[config.mk]
export PLATFORM = sky130hd
export DESIGN_NAME = mlp_folded_engine_flat
export DESIGN_NICKNAME = d
export VERILOG_FILES = /design/src/rtl/mlp_folded_engine_if.sv /design/src/rtl/mlp_folded_engine.sv /design/src/flat_wrapper.sv
export SDC_FILE = /design/constraint.sdc
export NUM_CORES = 2
export LEC_CHECK = 0
export CAP_MARGIN = 20
export CORE_ASPECT_RATIO = 2
export CORE_MARGIN = 3
export CORE_UTILIZATION = 49
export DETAILED_ROUTE_END_ITERATION = 10
export PLACE_DENSITY = 0.68
export SLEW_MARGIN = 20
export SYNTH_ARGS = -nofsm -noshare
export SYNTH_HDL_FRONTEND = slang
export SYNTH_SLANG_ARGS = --single-unit
[constraint.sdc]
create_clock -name clk -period 20.2 [get_ports clk]
set_clock_uncertainty 0.2 [all_clocks]
set_input_delay 2.02 -clock clk [delete_from_list [all_inputs] [get_ports clk]]
set_output_delay 2.02 -clock clk [all_outputs]
set_load 0.02 [all_outputs]
[src/rtl/mlp_folded_engine_if.sv]
// rtl/mlp_folded_engine_if.sv - start/result and weight-write bus of the folded MLP engine
interface mlp_folded_engine_if #(
    parameter int N     = 5,
    parameter int M     = 3,
    parameter int WIDTH = 8
);
    localparam int LW = (M > 1) ? $clog2(M) : 1;
    localparam int NW = (N > 1) ? $clog2(N) : 1;
    localparam int IW = $clog2(N + 1);

    logic                        soc;
    logic [N-1:0][WIDTH-1:0]     in;
    logic                        w_we;
    logic [LW-1:0]               w_layer;
    logic [NW-1:0]               w_neuron;
    logic [IW-1:0]               w_idx;
    logic [WIDTH-1:0]            w_data;
    logic [N-1:0][WIDTH-1:0]     out;
    logic                        eoc;
    logic                        busy;

    modport master (
        output soc, in, w_we, w_layer, w_neuron, w_idx, w_data,
        input  out, eoc, busy
    );

    modport slave (
        input  soc, in, w_we, w_layer, w_neuron, w_idx, w_data,
        output out, eoc, busy
    );
endinterface

[src/rtl/mlp_folded_engine.sv]
// rtl/mlp_folded_engine.sv - M-layer x N-neuron fixed-point MLP with N MAC lanes folded over N+1 terms
module mlp_folded_engine #(
    parameter int N       = 5,
    parameter int M       = 3,
    parameter int WIDTH   = 8,
    parameter int FRAC    = 4,
    parameter int OUT_ACT = 1
) (
    input  logic                 clk,
    input  logic                 rst_n,
    mlp_folded_engine_if.slave   bus
);
    localparam int LW    = (M > 1) ? $clog2(M) : 1;
    localparam int NW    = (N > 1) ? $clog2(N) : 1;
    localparam int IW    = $clog2(N + 1);
    localparam int ACC_W = 2 * WIDTH + $clog2(N + 1);

    localparam logic [LW-1:0] LAST_LAYER = LW'(M - 1);
    localparam logic [NW-1:0] LAST_NEUR  = NW'(N - 1);
    localparam logic [IW-1:0] K_BIAS     = IW'(N);

    localparam logic signed [WIDTH-1:0] MAX_W = {1'b0, {(WIDTH-1){1'b1}}};
    localparam logic signed [WIDTH-1:0] MIN_W = {1'b1, {(WIDTH-1){1'b0}}};
    localparam logic signed [ACC_W-1:0] MAX_A = ACC_W'(MAX_W);
    localparam logic signed [ACC_W-1:0] MIN_A = ACC_W'(MIN_W);

    typedef enum logic [1:0] {S_IDLE, S_MAC, S_WB, S_DONE} state_t;

    state_t                        state_q, state_d;
    logic [LW-1:0]                 layer_q, layer_d;
    logic [IW-1:0]                 k_q, k_d;
    logic signed [ACC_W-1:0]       acc_q [N];
    logic signed [ACC_W-1:0]       acc_d [N];
    logic signed [WIDTH-1:0]       act_q [N];
    logic signed [WIDTH-1:0]       act_d [N];
    logic signed [WIDTH-1:0]       w_q [M][N][N+1];
    logic signed [WIDTH-1:0]       w_d [M][N][N+1];
    logic [N-1:0][WIDTH-1:0]       out_q, out_d;
    logic                          eoc_q, eoc_d;

    logic                          busy;
    logic                          relu_en;
    logic signed [WIDTH-1:0]       a_k;
    logic signed [WIDTH-1:0]       lane_w    [N];
    logic signed [2*WIDTH-1:0]     lane_prod [N];
    logic signed [ACC_W-1:0]       lane_sh   [N];
    logic signed [WIDTH-1:0]       lane_res  [N];

    assign busy     = (state_q == S_MAC) || (state_q == S_WB);
    assign relu_en  = (layer_q != LAST_LAYER) || (OUT_ACT != 0);
    assign bus.out  = out_q;
    assign bus.eoc  = eoc_q;
    assign bus.busy = busy;

    // Per-lane datapath: the bias term multiplies by 1.0, i.e. a shift by FRAC.
    always_comb begin
        a_k = '0;
        for (int i = 0; i < N; i++) begin
            if (k_q == IW'(i)) a_k = act_q[i];
        end
        for (int j = 0; j < N; j++) begin
            lane_w[j] = w_q[layer_q][j][k_q];
            if (k_q == K_BIAS) lane_prod[j] = (2*WIDTH)'(lane_w[j]) <<< FRAC;
            else               lane_prod[j] = (2*WIDTH)'(lane_w[j]) * (2*WIDTH)'(a_k);
            lane_sh[j] = acc_q[j] >>> FRAC;
            if (lane_sh[j] > MAX_A)      lane_res[j] = MAX_W;
            else if (lane_sh[j] < MIN_A) lane_res[j] = MIN_W;
            else                         lane_res[j] = lane_sh[j][WIDTH-1:0];
            if (relu_en && lane_res[j][WIDTH-1]) lane_res[j] = '0;
        end
    end

    always_comb begin
        state_d = state_q;
        layer_d = layer_q;
        k_d     = k_q;
        acc_d   = acc_q;
        act_d   = act_q;
        w_d     = w_q;
        out_d   = out_q;
        eoc_d   = 1'b0;

        // Writes land before a same-edge start, so that run sees them.
        if (bus.w_we && !busy && bus.w_layer <= LAST_LAYER &&
            bus.w_neuron <= LAST_NEUR && bus.w_idx <= K_BIAS) begin
            w_d[bus.w_layer][bus.w_neuron][bus.w_idx] = bus.w_data;
        end

        case (state_q)
            S_IDLE, S_DONE: begin
                if (bus.soc) begin
                    for (int i = 0; i < N; i++) begin
                        act_d[i] = bus.in[i];
                        acc_d[i] = '0;
                    end
                    layer_d = '0;
                    k_d     = '0;
                    state_d = S_MAC;
                end else begin
                    state_d = S_IDLE;
                end
            end
            S_MAC: begin
                for (int j = 0; j < N; j++) begin
                    acc_d[j] = acc_q[j] + ACC_W'(lane_prod[j]);
                end
                if (k_q == K_BIAS) begin
                    k_d     = '0;
                    state_d = S_WB;
                end else begin
                    k_d = k_q + IW'(1);
                end
            end
            S_WB: begin
                if (layer_q == LAST_LAYER) begin
                    for (int j = 0; j < N; j++) out_d[j] = lane_res[j];
                    eoc_d   = 1'b1;
                    state_d = S_DONE;
                end else begin
                    for (int j = 0; j < N; j++) begin
                        act_d[j] = lane_res[j];
                        acc_d[j] = '0;
                    end
                    layer_d = layer_q + LW'(1);
                    k_d     = '0;
                    state_d = S_MAC;
                end
            end
            default: state_d = S_IDLE;
        endcase
    end

    always_ff @(posedge clk or negedge rst_n) begin
        if (!rst_n) begin
            state_q <= S_IDLE;
            layer_q <= '0;
            k_q     <= '0;
            out_q   <= '0;
            eoc_q   <= 1'b0;
            for (int j = 0; j < N; j++) begin
                acc_q[j] <= '0;
                act_q[j] <= '0;
            end
            for (int l = 0; l < M; l++)
                for (int j = 0; j < N; j++)
                    for (int i = 0; i <= N; i++)
                        w_q[l][j][i] <= '0;
        end else begin
            state_q <= state_d;
            layer_q <= layer_d;
            k_q     <= k_d;
            out_q   <= out_d;
            eoc_q   <= eoc_d;
            acc_q   <= acc_d;
            act_q   <= act_d;
            w_q     <= w_d;
        end
    end
endmodule

[src/flat_wrapper.sv]
// flat-port wrapper written by rule: the top's interface ports become plain ports
module mlp_folded_engine_flat 
#(
    parameter int N       = 5,
    parameter int M       = 3,
    parameter int WIDTH   = 8,
    parameter int FRAC    = 4,
    parameter int OUT_ACT = 1
)
  (clk, rst_n, bus_soc, bus_in, bus_w_we, bus_w_layer, bus_w_neuron, bus_w_idx, bus_w_data, bus_out, bus_eoc, bus_busy);
  mlp_folded_engine_if #(.N(N), .M(M), .WIDTH(WIDTH)) bus_i ();
  input  logic clk;
  input  logic rst_n;
  input wire logic [$bits(bus_i.soc)-1:0] bus_soc;
  input wire logic [$bits(bus_i.in)-1:0] bus_in;
  input wire logic [$bits(bus_i.w_we)-1:0] bus_w_we;
  input wire logic [$bits(bus_i.w_layer)-1:0] bus_w_layer;
  input wire logic [$bits(bus_i.w_neuron)-1:0] bus_w_neuron;
  input wire logic [$bits(bus_i.w_idx)-1:0] bus_w_idx;
  input wire logic [$bits(bus_i.w_data)-1:0] bus_w_data;
  output wire logic [$bits(bus_i.out)-1:0] bus_out;
  output wire logic [$bits(bus_i.eoc)-1:0] bus_eoc;
  output wire logic [$bits(bus_i.busy)-1:0] bus_busy;
  assign bus_i.soc = bus_soc;
  assign bus_i.in = bus_in;
  assign bus_i.w_we = bus_w_we;
  assign bus_i.w_layer = bus_w_layer;
  assign bus_i.w_neuron = bus_w_neuron;
  assign bus_i.w_idx = bus_w_idx;
  assign bus_i.w_data = bus_w_data;
  assign bus_out = bus_i.out;
  assign bus_eoc = bus_i.eoc;
  assign bus_busy = bus_i.busy;
  mlp_folded_engine #(.N(N), .M(M), .WIDTH(WIDTH), .FRAC(FRAC), .OUT_ACT(OUT_ACT)) u_core (.clk(clk), .rst_n(rst_n), .bus(bus_i));
endmodule
; Yosys cells after proc, flatten, opt, wreduce, memory -nomap -nowiden
; Index checks and enable logic that the tools add are counted.
[word_totals]
mem_count = 0
latch_bits = 0
mem_bits_rw = 0
mem_bits_ro = 0
regBits = 903
inputBits = 60
elab_cells = 244
[classes]
order_cmp = 21
addsub = 7
eq_ne = 12
mux = 69
reduce_logical = 16
div = 0
n_shift = 0
n_bitwise = 5
multipliers = 5
[ops]
columns = operator, count
row1 = bitwise mux 720 bit, 1
row2 = two-way mux 240 bit, 3
row3 = binary-select mux 240 bit (select 2 bit), 1
row4 = demux 240 bit (select 2 bit), 1
row5 = one-hot mux 95 bit (3 select lines), 1
row6 = two-way mux 8 bit, 26
row7 = two-way mux 95 bit, 2
row8 = demux 48 bit (select 3 bit), 1
row9 = binary-select mux 8 bit (select 3 bit), 5
row10 = adder 19 x 16 -> 19 bit, 5
row11 = multiplier 8 x 8 -> 16 bit, 5
row12 = two-way mux 16 bit, 5
row13 = two-way mux 40 bit, 2
row14 = one-hot mux 40 bit (2 select lines), 1
row15 = greater-than comparator 15 x 8 -> 1 bit (second input constant), 5
row16 = less-than comparator 15 x 8 -> 1 bit (second input constant), 5
row17 = two-way mux 48 bit, 1
row18 = two-way mux 7 bit, 5
row19 = demux 8 bit (select 3 bit), 1
row20 = greater-or-equal comparator 4 bit (second input constant), 3
row21 = inverter 3 -> 4 bit, 3
row22 = two-way mux 3 bit, 3
row23 = one-hot mux 3 bit (3 select lines), 1
row24 = less-than comparator 4 x 1 -> 1 bit (second input constant), 2
row25 = 26 further kinds, 47

; Longest topological paths before layout
[depth]
depth_word = 11
mapped_depth = 41

; Least setup slack after synthesis
; OpenSTA, ideal clock, no wires.
[synth_path]
path_type = flip-flop to flip-flop
start = reg u_core.k_q[0]
end = reg u_core.acc_q[18] in the netlist's numbering
path_stages_with_launch = 40
t_arrival_ps = 8277
path_buffers = 8
period_less_slack_ps = 8609
setup_ps = 132
slack_ps = 11591
path_cell_list = dfrtp_1 > buf_2 > buf_2 > buf_2 > buf_2 > clkbuf_1 > and2_1 > ha_1 > clkbuf_1 > nor2_1 > a22o_1 > mux2i_1 > clkbuf_1 > clkbuf_1 > nor2_1 > fa_1 > inv_1 > fa_1 > [... 4 more ...] > inv_1 > ha_1 > nand2_1 > o21ai_1 > o41a_1 > a21oi_1 > xor2_1 > a21oi_1 > ha_1 > and4_1 > and2_1 > a211o_1 > a211oi_1 > nor2_1 > o221ai_1 > xnor2_1 > mux2i_1 > o21ai_1
[synth_via]
elab_chain_len = 10
[synth_rtl]
columns = item, line_no
row1 = start: declaration, mlp_folded_engine.sv:31  ; logic [IW-1:0] k_q, k_d;
row2 = start signal: assignment, mlp_folded_engine.sv:151  ; k_q <= k_d;
row3 = logical NOT 3 bit, mlp_folded_engine.sv:59  ; if (k_q == IW'(i)) a_k = act_q[i];
row4 = two-way mux 8 bit (5 in a row), mlp_folded_engine.sv:59
row5 = multiplier 8 x 8 -> 16 bit, mlp_folded_engine.sv:64  ; else lane_prod[j] = (2*WIDTH)'(lane_w[j]) * (2*WIDTH)'(a_k);
row6 = two-way mux 16 bit *, mlp_folded_engine.sv:63  ; if (k_q == K_BIAS) lane_prod[j] = (2*WIDTH)'(lane_w[j]) <<< FRAC;
row7 = adder 19 x 16 -> 19 bit *, mlp_folded_engine.sv:105  ; acc_d[j] = acc_q[j] + ACC_W'(lane_prod[j]);
row8 = one-hot mux 95 bit (3 select lines) *, mlp_folded_engine.sv:89  ; case (state_q)
row9 = end signal: indexed assignment, mlp_folded_engine.sv:141  ; acc_q[j] <= '0;
row10 = end signal: assignment, mlp_folded_engine.sv:154  ; acc_q <= acc_d;
row11 = end: declaration, mlp_folded_engine.sv:32  ; logic signed [ACC_W-1:0] acc_q [N];
; Mark *: on every way between the ends. The rest lies on a longest branch, timed or not. The select of a mux whose other input is x is not followed.
; A chain may end at the register's enable or synchronous reset.

; Worst setup path in the final report
[layout_path]
start = reg u_core.layer_q[1]
end = reg u_core.acc_q[75] in the netlist's numbering
[layout_via]
elab_chain_len = 11
[layout_rtl]
columns = item, line_no
row1 = start: declaration, mlp_folded_engine.sv:30  ; logic [LW-1:0] layer_q, layer_d;
row2 = start signal: assignment, mlp_folded_engine.sv:150  ; layer_q <= layer_d;
row3 = inverter 2 -> 3 bit (implied by the code), mlp_folded_engine.sv:62  ; lane_w[j] = w_q[layer_q][j][k_q];
row4 = binary-select mux 240 bit (select 2 bit), mlp_folded_engine.sv:62
row5 = two-way mux 240 bit (2 in a row), --
row6 = binary-select mux 8 bit (select 3 bit), mlp_folded_engine.sv:62
row7 = two-way mux 8 bit (implied by the code) (2 in a row), mlp_folded_engine.sv:62
row8 = multiplier 8 x 8 -> 16 bit, mlp_folded_engine.sv:64
row9 = two-way mux 16 bit, mlp_folded_engine.sv:63
row10 = adder 19 x 16 -> 19 bit, mlp_folded_engine.sv:105
row11 = one-hot mux 95 bit (3 select lines), mlp_folded_engine.sv:89
; Several ways; a longest one is shown, not always the timed one. The select of a mux whose other input is x is not followed.

==> summary.txt <==
Die
  – Die width: 249 µm
  – Row count: 177
  – Initial Util: 49.5%
  – Die span in y: 492 µm
  – Core area: 117000 µm²
  – DIE AREA: 122000 µm²
  – I/O pins: 102

Clock tree
  – Clk root buf: clkbuf_16
  – Clock buffer count from CTS: 81
  – Post-cts resize count: 0
  – Clock tree buffer depth: 3
  – CTS Sinks: 898
  – CTS tree: yes
  – # H-tree levels: 3
  – Post-CTS Setup Bufs: 0
  – Clk pin slew, worst setup/hold paths: 60 ps
  – Worst skew pair latency: 700 ps
  – Hold buffers post-CTS: 0

Timing
  – Endpoints failing hold: 0
  – RSZ-0062 raised after global routing: no
  – Total negative slack: 0 ps
  – Crit path time final: 9560 ps
  – Smallest setup slack after layout: 10640 ps
  – Number of setup violations in the final report: 0
  – Relative slew slack: 20.7%
  – Worst-Margin Slew: 1180 ps
  – Fin crit share: 47.3%
  – Max-slew violation count: 0
  – FMAX: 105 MHz

Synth
  – Synth Register Bits: 898
  – Synth cell types: 78
  – Post-synthesis async set-or-reset flop share: 100%
  – Post-synth EDFFs: 0
  – Mapped Cells: 5475
  – Post-Syn Area: 57800 µm²
  – Sequential area share after synthesis: 38.9%
  – Ys flop type: dfrtp_1
  – Synthesis Warnings: 0
  – Syn_area_per_cell: 10.6 µm²

Routing
  – Detailed-route DRC error count: 0
  – Via count: 40.5k
  – DR pass1 iterations: 8
  – Vias/cell: 5.79
  – Wire per inst: 22.0 µm
  – Final WL: 154000 µm
  – 1st-iter DRT viols: 2430
  – Antenna viol nets, final: 0

Placement
  – HPWL Detailed: 109000 µm
  – I/O Buffers: 96
  – Worst slack, placed: 10720 ps
  – Routability Congestion: 0.874

Critical path
  – WS Path Type: flop to flop
  – Buffer and inverter count on the worst path: 5
  – Critical Path AT: 9960 ps
  – Worst setup startpoint: u_core.layer_q[1]
  – Most used cell, CP: fa_1
  – Crit-path leading delay family: compound AO/OA/AOI/OAI gates
  – Kind of end point of the critical path: flop
  – Critical path's slowest cell: dfrtp_4
  – Crit-path max FO: 76
  – Worst R2R Start: u_core.layer_q[1]
  – Critical Path RT: 20600 ps
  – CP startpoint kind: flop
  – CP peak stage delay: 790 ps

Global routing
  – Vias in the first global route: 42.9k
  – Total global routing overflow: 0
  – Largest net degree at the start of global routing: 160
  – First-pass GRT wire length: 242000 µm
  – Overall routing resource usage: 25.1%
  – Initial antenna violation count: 1

Min path
  – Min-delay src: u_core.act_q[9]
  – Hold crit path type: flop to flop

Layout
  – Nets: 6002
  – Area growth syn-to-layout: 9.00%
  – Layout cell share with drive strength beyond 1: 20.1%
  – Most frequent cells in the layout: 893 x dfrtp_1, 725 x mux2_2, 479 x nor2_1, 466 x inv_1, 437 x nand2_1
  – FILL cells: 10.1k
  – Most common cell after layout, fill and taps aside: dfrtp_1

Outcome
  – Run status: complete, no violations

Job
  – Max Cap Violations: 0
[layer usage]
layer / vias to the layer above / routed length, µm / GRT usage, %
met3: 351 / 5240 / 2.55
met5: - / 0 / 0
met2: 915 / 82300 / 46.8
li1: 18500 / - / -
met4: 0 / 9250 / 13.5
met1: 20800 / 57100 / 27.9
[cells in the mapped netlist (all sizes together), types with 36 or more instances]
master	count	share of area [%]
dfrtp	898	39
mux2	725	14
nor2	500	3.3
inv	468	3.0
nand2	439	2.9
o21ai	293	2.5
a21oi	291	2.5
fa	285	9.9
ha	238	5.2
mux2i	211	3.7
clkbuf	196	1.3
buf	107	0.93
o211ai	103	1.4
xnor2	90	1.4
a211oi	58	0.77
or2	57	0.62
xor2	56	0.85
and2	45	0.49
mux4	44	1.7
nor3	37	0.33
nand3	36	0.31
[stage by stage]
stage               cell area, µm²  instances  utilization, %  hold WS [ps]
CTS                          62900       7003            53.9           285
finish                       63000       7005            54.0           280
global placement             60000       6856            51.4           257
floorplan                    57800       5479               -           245
detailed placement           60000       6856            51.4           270
global route                 63000       7005            54.0           312
[area by class of cell]
| type | instances | area [µm²] | area share (%) |
|---|---|---|---|
| Tap cell | 1521 | 1900 | 3.02 |
| Timing Repair Buffer | 160 | 1470 | 2.34 |
| Sequential cell | 898 | 22500 | 35.7 |
| Multi-Input combinational cell | 3809 | 32400 | 51.5 |
| Clock buffer | 106 | 2280 | 3.62 |
| Inverter | 469 | 1760 | 2.80 |
| Clock inverter | 41 | 629 | 0.999 |
| Antenna cell | 1 | 2.50 | 0.00397 |
[cells by family (layout without fill, tap and decap cells)]
group                      Yosys count  after routing  share of synthesized area, %
buffers and inverters              772            776                          5.30
and+or+nand+nor                   1210           1210                          9.03
adders and majority gates          523            523                          15.0
DFF                                898            898                          38.9
muxes                              980            980                          19.5
xor gates and xnor gates           146            146                          2.21
other                                1              6                       0.00649
AOI/OAI and AO/OA                  945            945                          10.0
[final timing paths]
kind,end,depth (start not counted),slack [ps]
hold / removal,u_core.act_q[9],2,280
setup reg to reg,u_core.acc_q[75],27,10640
setup / recovery,u_core.acc_q[75],27,10640
min in group asynchronous,u_core.w_q[502],1,1170
max in group asynchronous,u_core.layer_q[0],4,15550
hold reg to reg,u_core.act_q[9],2,280
[sequential cells by signal (all words and copies together) (netlist names)]
| register | flops |
|---|---|
| u_core.bus.eoc | 1 |
| u_core.k_q | 3 |
| u_core.acc_q | 95 |
| u_core.w_q | 720 |
| u_core.act_q | 40 |
| u_core.state_q | 2 |
| u_core.bus.out | 35 |
| u_core.layer_q | 2 |
[worst register-to-register path: cells and delay by family (launching register included)]
family	cells	cell delay (ps)
buffers and inverters	5	1120
adder cells (fa/ha/maj)	6	2660
flip-flops	1	790
XOR/XNOR	1	160
AO/OA/AOI/OAI	11	2990
AND/OR/NAND/NOR	4	1580
Power is left out: the tool's default activity adds up to more than one toggle a clock period on the data nets, which glitch-free logic cannot reach.
